===== src/rtl/uart_rx_sequencer_if.sv =====
// Signal bundle between the UART RX sequencer and its neighbours: synchronized
// RX line and APB controls in, SIPO/RX-buffer strobes and sticky status out.
interface uart_rx_sequencer_if #(
    parameter int unsigned PERIOD_W = 14
);
    logic                serial_in;
    logic [PERIOD_W-1:0] bit_period;
    logic                data_read;
    logic                shift_strobe;
    logic                load_buffer;
    logic                rx_busy;
    logic                data_ready;
    logic                framing_error;
    logic                overrun_error;
    logic                parity_error;

    modport slave (
        input  serial_in, bit_period, data_read,
        output shift_strobe, load_buffer, rx_busy,
               data_ready, framing_error, overrun_error, parity_error
    );

    modport master (
        output serial_in, bit_period, data_read,
        input  shift_strobe, load_buffer, rx_busy,
               data_ready, framing_error, overrun_error, parity_error
    );
endinterface


===== src/rtl/uart_rx_sequencer.sv =====
// Receive control unit of the APB UART: start detect, bit timing, SIPO strobes,
// RX buffer load and sticky status. Optional even-parity check via PARITY_CHECK_EN.
module uart_rx_sequencer #(
    parameter int unsigned DATA_BITS = 8,
    parameter int unsigned PERIOD_W  = 14
) (
    input  logic                clk,
    input  logic                n_rst,
    uart_rx_sequencer_if.slave  rx_bus
);

    localparam int unsigned CNT_W = $clog2(DATA_BITS + 1);
    localparam logic [PERIOD_W-1:0] MIN_PERIOD = PERIOD_W'(2);

    typedef enum logic [2:0] {
        S_IDLE,
        S_START_CHK,
        S_DATA,
`ifdef PARITY_CHECK_EN
        S_PARITY,
`endif
        S_STOP,
        S_LOAD
    } state_e;

    state_e              state_q, state_d;
    logic                prev_rx_q, prev_rx_d;
    logic [PERIOD_W-1:0] tmr_q, tmr_d;
    logic [PERIOD_W-1:0] period_q, period_d;
    logic [CNT_W-1:0]    bit_cnt_q, bit_cnt_d;
    logic                stop_ok_q, stop_ok_d;
    logic                shift_strobe_q, shift_strobe_d;
    logic                load_buffer_q, load_buffer_d;
    logic                rx_busy_q, rx_busy_d;
    logic                data_ready_q, data_ready_d;
    logic                framing_error_q, framing_error_d;
    logic                overrun_error_q, overrun_error_d;
`ifdef PARITY_CHECK_EN
    logic                par_acc_q, par_acc_d;
    logic                par_bad_q, par_bad_d;
    logic                parity_error_q, parity_error_d;
`endif

    logic                serial_in;
    logic                data_read;
    logic [PERIOD_W-1:0] period_clamped;
    logic [CNT_W-1:0]    bit_cnt_inc;
    logic                tmr_done;

    assign serial_in      = rx_bus.serial_in;
    assign data_read      = rx_bus.data_read;
    assign period_clamped = (rx_bus.bit_period < MIN_PERIOD) ? MIN_PERIOD : rx_bus.bit_period;
    assign bit_cnt_inc    = bit_cnt_q + CNT_W'(1);
    assign tmr_done       = (tmr_q == PERIOD_W'(1));

    // State and registered outputs
    always_ff @(posedge clk or negedge n_rst) begin
        if (!n_rst) begin
            state_q         <= S_IDLE;
            prev_rx_q       <= 1'b1;
            tmr_q           <= '0;
            period_q        <= '0;
            bit_cnt_q       <= '0;
            stop_ok_q       <= 1'b0;
            shift_strobe_q  <= 1'b0;
            load_buffer_q   <= 1'b0;
            rx_busy_q       <= 1'b0;
            data_ready_q    <= 1'b0;
            framing_error_q <= 1'b0;
            overrun_error_q <= 1'b0;
`ifdef PARITY_CHECK_EN
            par_acc_q       <= 1'b0;
            par_bad_q       <= 1'b0;
            parity_error_q  <= 1'b0;
`endif
        end else begin
            state_q         <= state_d;
            prev_rx_q       <= prev_rx_d;
            tmr_q           <= tmr_d;
            period_q        <= period_d;
            bit_cnt_q       <= bit_cnt_d;
            stop_ok_q       <= stop_ok_d;
            shift_strobe_q  <= shift_strobe_d;
            load_buffer_q   <= load_buffer_d;
            rx_busy_q       <= rx_busy_d;
            data_ready_q    <= data_ready_d;
            framing_error_q <= framing_error_d;
            overrun_error_q <= overrun_error_d;
`ifdef PARITY_CHECK_EN
            par_acc_q       <= par_acc_d;
            par_bad_q       <= par_bad_d;
            parity_error_q  <= parity_error_d;
`endif
        end
    end

    // Next state; each timed state acts in the cycle its timer reads 1
    always_comb begin
        state_d         = state_q;
        prev_rx_d       = serial_in;
        tmr_d           = (tmr_q != '0) ? tmr_q - PERIOD_W'(1) : tmr_q;
        period_d        = period_q;
        bit_cnt_d       = bit_cnt_q;
        stop_ok_d       = stop_ok_q;
        shift_strobe_d  = 1'b0;
        load_buffer_d   = 1'b0;
        data_ready_d    = data_ready_q;
        framing_error_d = framing_error_q;
        overrun_error_d = overrun_error_q;
`ifdef PARITY_CHECK_EN
        par_acc_d       = par_acc_q;
        par_bad_d       = par_bad_q;
        parity_error_d  = parity_error_q;
`endif

        // Read clears status; sets further down win
        if (data_read) begin
            data_ready_d    = 1'b0;
            framing_error_d = 1'b0;
            overrun_error_d = 1'b0;
`ifdef PARITY_CHECK_EN
            parity_error_d  = 1'b0;
`endif
        end

        unique case (state_q)
            S_IDLE: begin
                if (prev_rx_q && !serial_in) begin
                    state_d  = S_START_CHK;
                    period_d = period_clamped;
                    tmr_d    = period_clamped >> 1;
                end
            end
            S_START_CHK: begin
                if (tmr_done) begin
                    if (!serial_in) begin
                        state_d   = S_DATA;
                        tmr_d     = period_q;
                        bit_cnt_d = '0;
`ifdef PARITY_CHECK_EN
                        par_acc_d = 1'b0;
`endif
                    end else begin
                        state_d = S_IDLE;
                        tmr_d   = '0;
                    end
                end
            end
            S_DATA: begin
                if (tmr_done) begin
                    shift_strobe_d = 1'b1;
                    bit_cnt_d      = bit_cnt_inc;
                    tmr_d          = period_q;
`ifdef PARITY_CHECK_EN
                    par_acc_d      = par_acc_q ^ serial_in;
`endif
                    if (bit_cnt_inc >= CNT_W'(DATA_BITS)) begin
`ifdef PARITY_CHECK_EN
                        state_d = S_PARITY;
`else
                        state_d = S_STOP;
`endif
                    end
                end
            end
`ifdef PARITY_CHECK_EN
            S_PARITY: begin
                if (tmr_done) begin
                    par_bad_d = par_acc_q ^ serial_in;
                    state_d   = S_STOP;
                    tmr_d     = period_q;
                end
            end
`endif
            S_STOP: begin
                if (tmr_done) begin
                    stop_ok_d     = serial_in;
                    load_buffer_d = serial_in;
                    state_d       = S_LOAD;
                    tmr_d         = '0;
                end
            end
            S_LOAD: begin
                state_d = S_IDLE;
                if (stop_ok_q) begin
                    data_ready_d = 1'b1;
                    if (data_ready_q && !data_read) begin
                        overrun_error_d = 1'b1;
                    end
                end else begin
                    framing_error_d = 1'b1;
                end
`ifdef PARITY_CHECK_EN
                if (par_bad_q) begin
                    parity_error_d = 1'b1;
                end
`endif
            end
            default: begin
                state_d = S_IDLE;
                tmr_d   = '0;
            end
        endcase

        rx_busy_d = (state_d != S_IDLE);
    end

    assign rx_bus.shift_strobe  = shift_strobe_q;
    assign rx_bus.load_buffer   = load_buffer_q;
    assign rx_bus.rx_busy       = rx_busy_q;
    assign rx_bus.data_ready    = data_ready_q;
    assign rx_bus.framing_error = framing_error_q;
    assign rx_bus.overrun_error = overrun_error_q;
`ifdef PARITY_CHECK_EN
    assign rx_bus.parity_error  = parity_error_q;
`else
    assign rx_bus.parity_error  = 1'b0;
`endif

endmodule


===== src/flat_wrapper.sv =====
// flat-port wrapper written by rule: the top's interface ports become plain ports
module uart_rx_sequencer_flat 
#(
    parameter int unsigned DATA_BITS = 8,
    parameter int unsigned PERIOD_W  = 14
)
  (clk, n_rst, rx_bus_serial_in, rx_bus_bit_period, rx_bus_data_read, rx_bus_shift_strobe, rx_bus_load_buffer, rx_bus_rx_busy, rx_bus_data_ready, rx_bus_framing_error, rx_bus_overrun_error, rx_bus_parity_error);
  uart_rx_sequencer_if #(.PERIOD_W(PERIOD_W)) rx_bus_i ();
  input  logic clk;
  input  logic n_rst;
  input wire logic [$bits(rx_bus_i.serial_in)-1:0] rx_bus_serial_in;
  input wire logic [$bits(rx_bus_i.bit_period)-1:0] rx_bus_bit_period;
  input wire logic [$bits(rx_bus_i.data_read)-1:0] rx_bus_data_read;
  output wire logic [$bits(rx_bus_i.shift_strobe)-1:0] rx_bus_shift_strobe;
  output wire logic [$bits(rx_bus_i.load_buffer)-1:0] rx_bus_load_buffer;
  output wire logic [$bits(rx_bus_i.rx_busy)-1:0] rx_bus_rx_busy;
  output wire logic [$bits(rx_bus_i.data_ready)-1:0] rx_bus_data_ready;
  output wire logic [$bits(rx_bus_i.framing_error)-1:0] rx_bus_framing_error;
  output wire logic [$bits(rx_bus_i.overrun_error)-1:0] rx_bus_overrun_error;
  output wire logic [$bits(rx_bus_i.parity_error)-1:0] rx_bus_parity_error;
  assign rx_bus_i.serial_in = rx_bus_serial_in;
  assign rx_bus_i.bit_period = rx_bus_bit_period;
  assign rx_bus_i.data_read = rx_bus_data_read;
  assign rx_bus_shift_strobe = rx_bus_i.shift_strobe;
  assign rx_bus_load_buffer = rx_bus_i.load_buffer;
  assign rx_bus_rx_busy = rx_bus_i.rx_busy;
  assign rx_bus_data_ready = rx_bus_i.data_ready;
  assign rx_bus_framing_error = rx_bus_i.framing_error;
  assign rx_bus_overrun_error = rx_bus_i.overrun_error;
  assign rx_bus_parity_error = rx_bus_i.parity_error;
  uart_rx_sequencer #(.DATA_BITS(DATA_BITS), .PERIOD_W(PERIOD_W)) u_core (.clk(clk), .n_rst(n_rst), .rx_bus(rx_bus_i));
endmodule

===== config.mk =====
export PLATFORM = sky130hd
export DESIGN_NAME = uart_rx_sequencer_flat
export DESIGN_NICKNAME = d
export VERILOG_FILES = /design/src/rtl/uart_rx_sequencer_if.sv /design/src/rtl/uart_rx_sequencer.sv /design/src/flat_wrapper.sv
export SDC_FILE = /design/constraint.sdc
export NUM_CORES = 1
export LEC_CHECK = 0
export ABC_AREA = 1
export CAP_MARGIN = 0
export CORE_ASPECT_RATIO = 0.9
export CORE_MARGIN = 5
export CORE_UTILIZATION = 40
export CTS_BUF_LIST = sky130_fd_sc_hd__clkbuf_8 sky130_fd_sc_hd__clkbuf_16
export CTS_CLUSTER_DIAMETER = 50
export CTS_CLUSTER_SIZE = 20
export DETAILED_ROUTE_END_ITERATION = 10
export GPL_TIMING_DRIVEN = 0
export PLACE_DENSITY = 0.7
export SLEW_MARGIN = 40
export SYNTH_ARGS = -nofsm -noshare
export SYNTH_HDL_FRONTEND = slang
export SYNTH_SLANG_ARGS = --single-unit

===== constraint.sdc =====
create_clock -name clk -period 2.1 [get_ports clk]
set_input_delay 0.42 -clock clk [delete_from_list [all_inputs] [get_ports clk]]
set_output_delay 0.42 -clock clk [all_outputs]
set_load 0.1 [all_outputs]

==> results.toml <==
[synth]
synth.distinct_cells = 29
yosys_warnings = 0
synth_area_sq_um = 2440
synth_top_area_cell = "dfrtp_1"
ys.flop_type = "dfrtp_1"
synth_nets = 344
ys_ff_latch = 43
async_flop_share_pct = 100
ys_top_cells_by_count = "nand2_1 (89), nor2_1 (53), dfrtp_1 (42)"
syn_area_per_cell_sq_um = 7.57
synthMostInstantiatedCell = "nand2_1"
netlist.area_leader.share_pct = 43.1
yosys-top-cells-area = "dfrtp_1 (43%), nand2_1 (14%), nor2_1 (8.2%)"
synth-edff-count = 0
synth_cells = 322
synth-seq-area-share_pct = 44.2

[global_routing]
antenna_found_initial = 0
overflow = 0
grt_max_degree = 44
grt_pass1_wl_um = 8700
grt_use_total_pct = 13.8
grt_pass1_vias = 1856

[floorplanning]
rows = 27
die_w_um = 92.3
dieArea_sq_um = 7760
start_util_pct = 40.6
die_h_um = 84.1
fp.coreArea_sq_um = 6010
num_io_pins = 25

[critical_path]
endpoint_kind = "register"
cp_max_fo = 10
start_kind = "input port"
critical_path_required_ps = 2260
crit_type = "in -> reg"
cp.arrival_ps = 2110
rr_worst_depth = 5
crit_end = "u_core.period_q[3]$_DFFE_PN0P_"
r2r_setup_slack_ps = 270
crit_start = "rx_bus_serial_in"
reg2reg_to = "u_core.period_q[3]$_DFFE_PN0P_"
r2r-start = "u_core.state_q[0]$_DFF_PN0_"

[drt]
drt_pass1_iterations = 4
drt_first_iter_violations = 121
ant_nets = 0
wl_per_cell_um = 11.8
vias = 2039
drc = 0
routed_wl_um = 5010
vias_per_cell = 4.81

[placed_design]
dp_cells = 417
place_ws_ps = -120
dp_hpwl_um = 3820
io_buffers = 23
gp_congestion = 0.833

[clock_tree]
cts_setup_buffers = 0
cts_resized = 0
tritoncts = "built"
cts.sinks = 43
cts_made_buffers = 5
clk_latency_ps = 290
cts.reportedPaths.clkPinSlew_ps = 80
cts_max_level = 2
cts_hold_buf = 0
root_buffer = "clkbuf_8"
cts_max_path_buffers = 2

[pwr]
powerDensity_nw_per_um2 = 504
ir_drop_v = 0.000467
power_leakage_nw = 1.57

[run]
cap_viol_max_count = 0

[layout]
drive_gt1_share_pct = 11.6
areaGrowthSynthToFinish_pct = 15.4
stdcell_count = 424
n_antenna_cell = 0
final_nets = 374

[timing]
fmax_ghz = 0.512
slew_headroom_pct = 64.7
skew_ps = 6.89
slew_viol_final = 0
fin_crit_sh_pct = 92.9
whs_ps = 101
layout_min_cycle_time_ps = 1950
rsz0062_at_grt = "no"
final_hold_viol_count = 0
setup_slack_ps = 148
setup_viol = 0
worst_slew_pin_slew_ps = 529

[outcome]
status = "finished, final reports clean"

[hold_path]
hp-class = "in -> async"
==> area by class of cell <==
cell class / instances / area (sq um)
Multi-Input combinational cell: 235 / 1160
Clock buffer: 6 / 82.6
Tap cell: 72 / 90.1
Sequential cell: 43 / 1080
Fill cell: 606 / 3200
Buffer: 7 / 60.1
Timing Repair Buffer: 23 / 198
Clock inverter: 1 / 5.00
Inverter: 37 / 139
==> cell usage in the layout, fill, tap and decap left out <==
| cell type | instances |
|---|---|
| nor2_2 | 4 |
| clkbuf_8 | 6 |
| dfstp_2 | 1 |
| conb_1 | 1 |
| inv_1 | 36 |
| xnor2_1 | 3 |
| clkdlybuf4s50_1 | 16 |
| nand2_4 | 3 |
| clkinv_2 | 1 |
| o31ai_1 | 1 |
| clkbuf_1 | 1 |
| nand4_1 | 2 |
| inv_2 | 1 |
| buf_4 | 4 |
| buf_6 | 3 |
| a21oi_1 | 2 |
| nor2_4 | 3 |
| nand3_2 | 1 |
| nor3_1 | 1 |
| o21bai_1 | 2 |
| nor2_1 | 53 |
| dfrtp_1 | 42 |
| nand2_1 | 89 |
| nand3_1 | 30 |
| a21boi_0 | 1 |
| o21ai_1 | 1 |
| xor2_1 | 6 |
| ha_1 | 4 |
| nor3_2 | 1 |
| o21ai_0 | 20 |
| nand2_2 | 5 |
| nor2_8 | 2 |
| buf_2 | 6 |
==> metal layers <==
| layer | up-vias | track usage [%] | part of all wire (%) |
|---|---|---|---|
| met5 | - | 0 | 0 |
| met4 | 0 | 5.67 | 1.5 |
| met3 | 7 | 2.52 | 4.5 |
| met2 | 42 | 21.1 | 45 |
| met1 | 936 | 19.3 | 49 |
| li1 | 1054 | - | - |
==> per-stage QoR <==
stage / setup TNS [ps] / util [%] / instance area [sq um] / total power, W
after floorplan: 0 / - / 2440 / 0.000861
final: 0 / 46.8 / 2810 / 0.00142
after detailed placement: -1010 / 45.3 / 2730 / 0.000913
after global routing: 0 / 46.8 / 2810 / 0.00147
after global placement: -22020 / 45.9 / 2760 / 0.000913
after CTS: 0 / 46.8 / 2810 / 0.00144
==> how the worst min path moves through the flow <==
stage                                             from                                     to  slack, ps  cells after the start
final                                            n_rst        u_core.period_q[12]$_DFFE_PN0P_        100                      1
after global routing                             n_rst   u_core.rx_bus.shift_strobe$_DFF_PN0_        150                      1
after CTS                                        n_rst        u_core.bit_cnt_q[2]$_DFFE_PN0P_        120                      1
after detailed placement                         n_rst        u_core.rx_bus.rx_busy$_DFF_PN0_        440                      1
after global placement    u_core.stop_ok_q$_DFFE_PN0P_  u_core.rx_bus.framing_error$_DFF_PN0_        450                      1
after floorplan                                  n_rst        u_core.bit_cnt_q[0]$_DFFE_PN0P_        120                      0
==> where the power goes <==
group | internal [W] | switching (W)
registers | 0.000829 | 0.000000239
clock network | 0.000258 | 0.000265
logic | 0.0000310 | 0.0000351
==> flip-flops by register name (all words and copies together) (netlist names) <==
| name | flops |
|---|---|
| u_core.state_q | 3 |
| u_core.tmr_q | 14 |
| u_core.rx_bus.shift_strobe | 1 |
| u_core.rx_bus.load_buffer | 1 |
| u_core.bit_cnt_q | 4 |
| u_core.prev_rx_q | 1 |
| u_core.stop_ok_q | 1 |
| u_core.rx_bus.rx_busy | 1 |
| u_core.rx_bus.data_ready | 1 |
| u_core.rx_bus.overrun_error | 1 |
| u_core.period_q | 14 |
| u_core.rx_bus.framing_error | 1 |
==> cells by family (layout without fill, tap and decap cells) <==
family                   after synthesis  in the layout  synth area share (%)
AO/OA/AOI/OAI                         27             27                  5.95
AND/OR/NAND/NOR                      194            194                  36.3
adder cells (fa/ha/maj)                4              4                  2.05
buffers and inverters                 44             74                  8.16
other                                  1              1                 0.154
flip-flops                            43             43                  44.2
XOR/XNOR                               9              9                  3.23
==> worst max-delay path, cell delays in order <==
cell and delay (ps):
clkdlybuf4s50_1 480, inv_1 120, nand2_1 100, nor2_2 410, clkbuf_1 420, o21ai_0 170
Power figures use the tool's default switching activity.
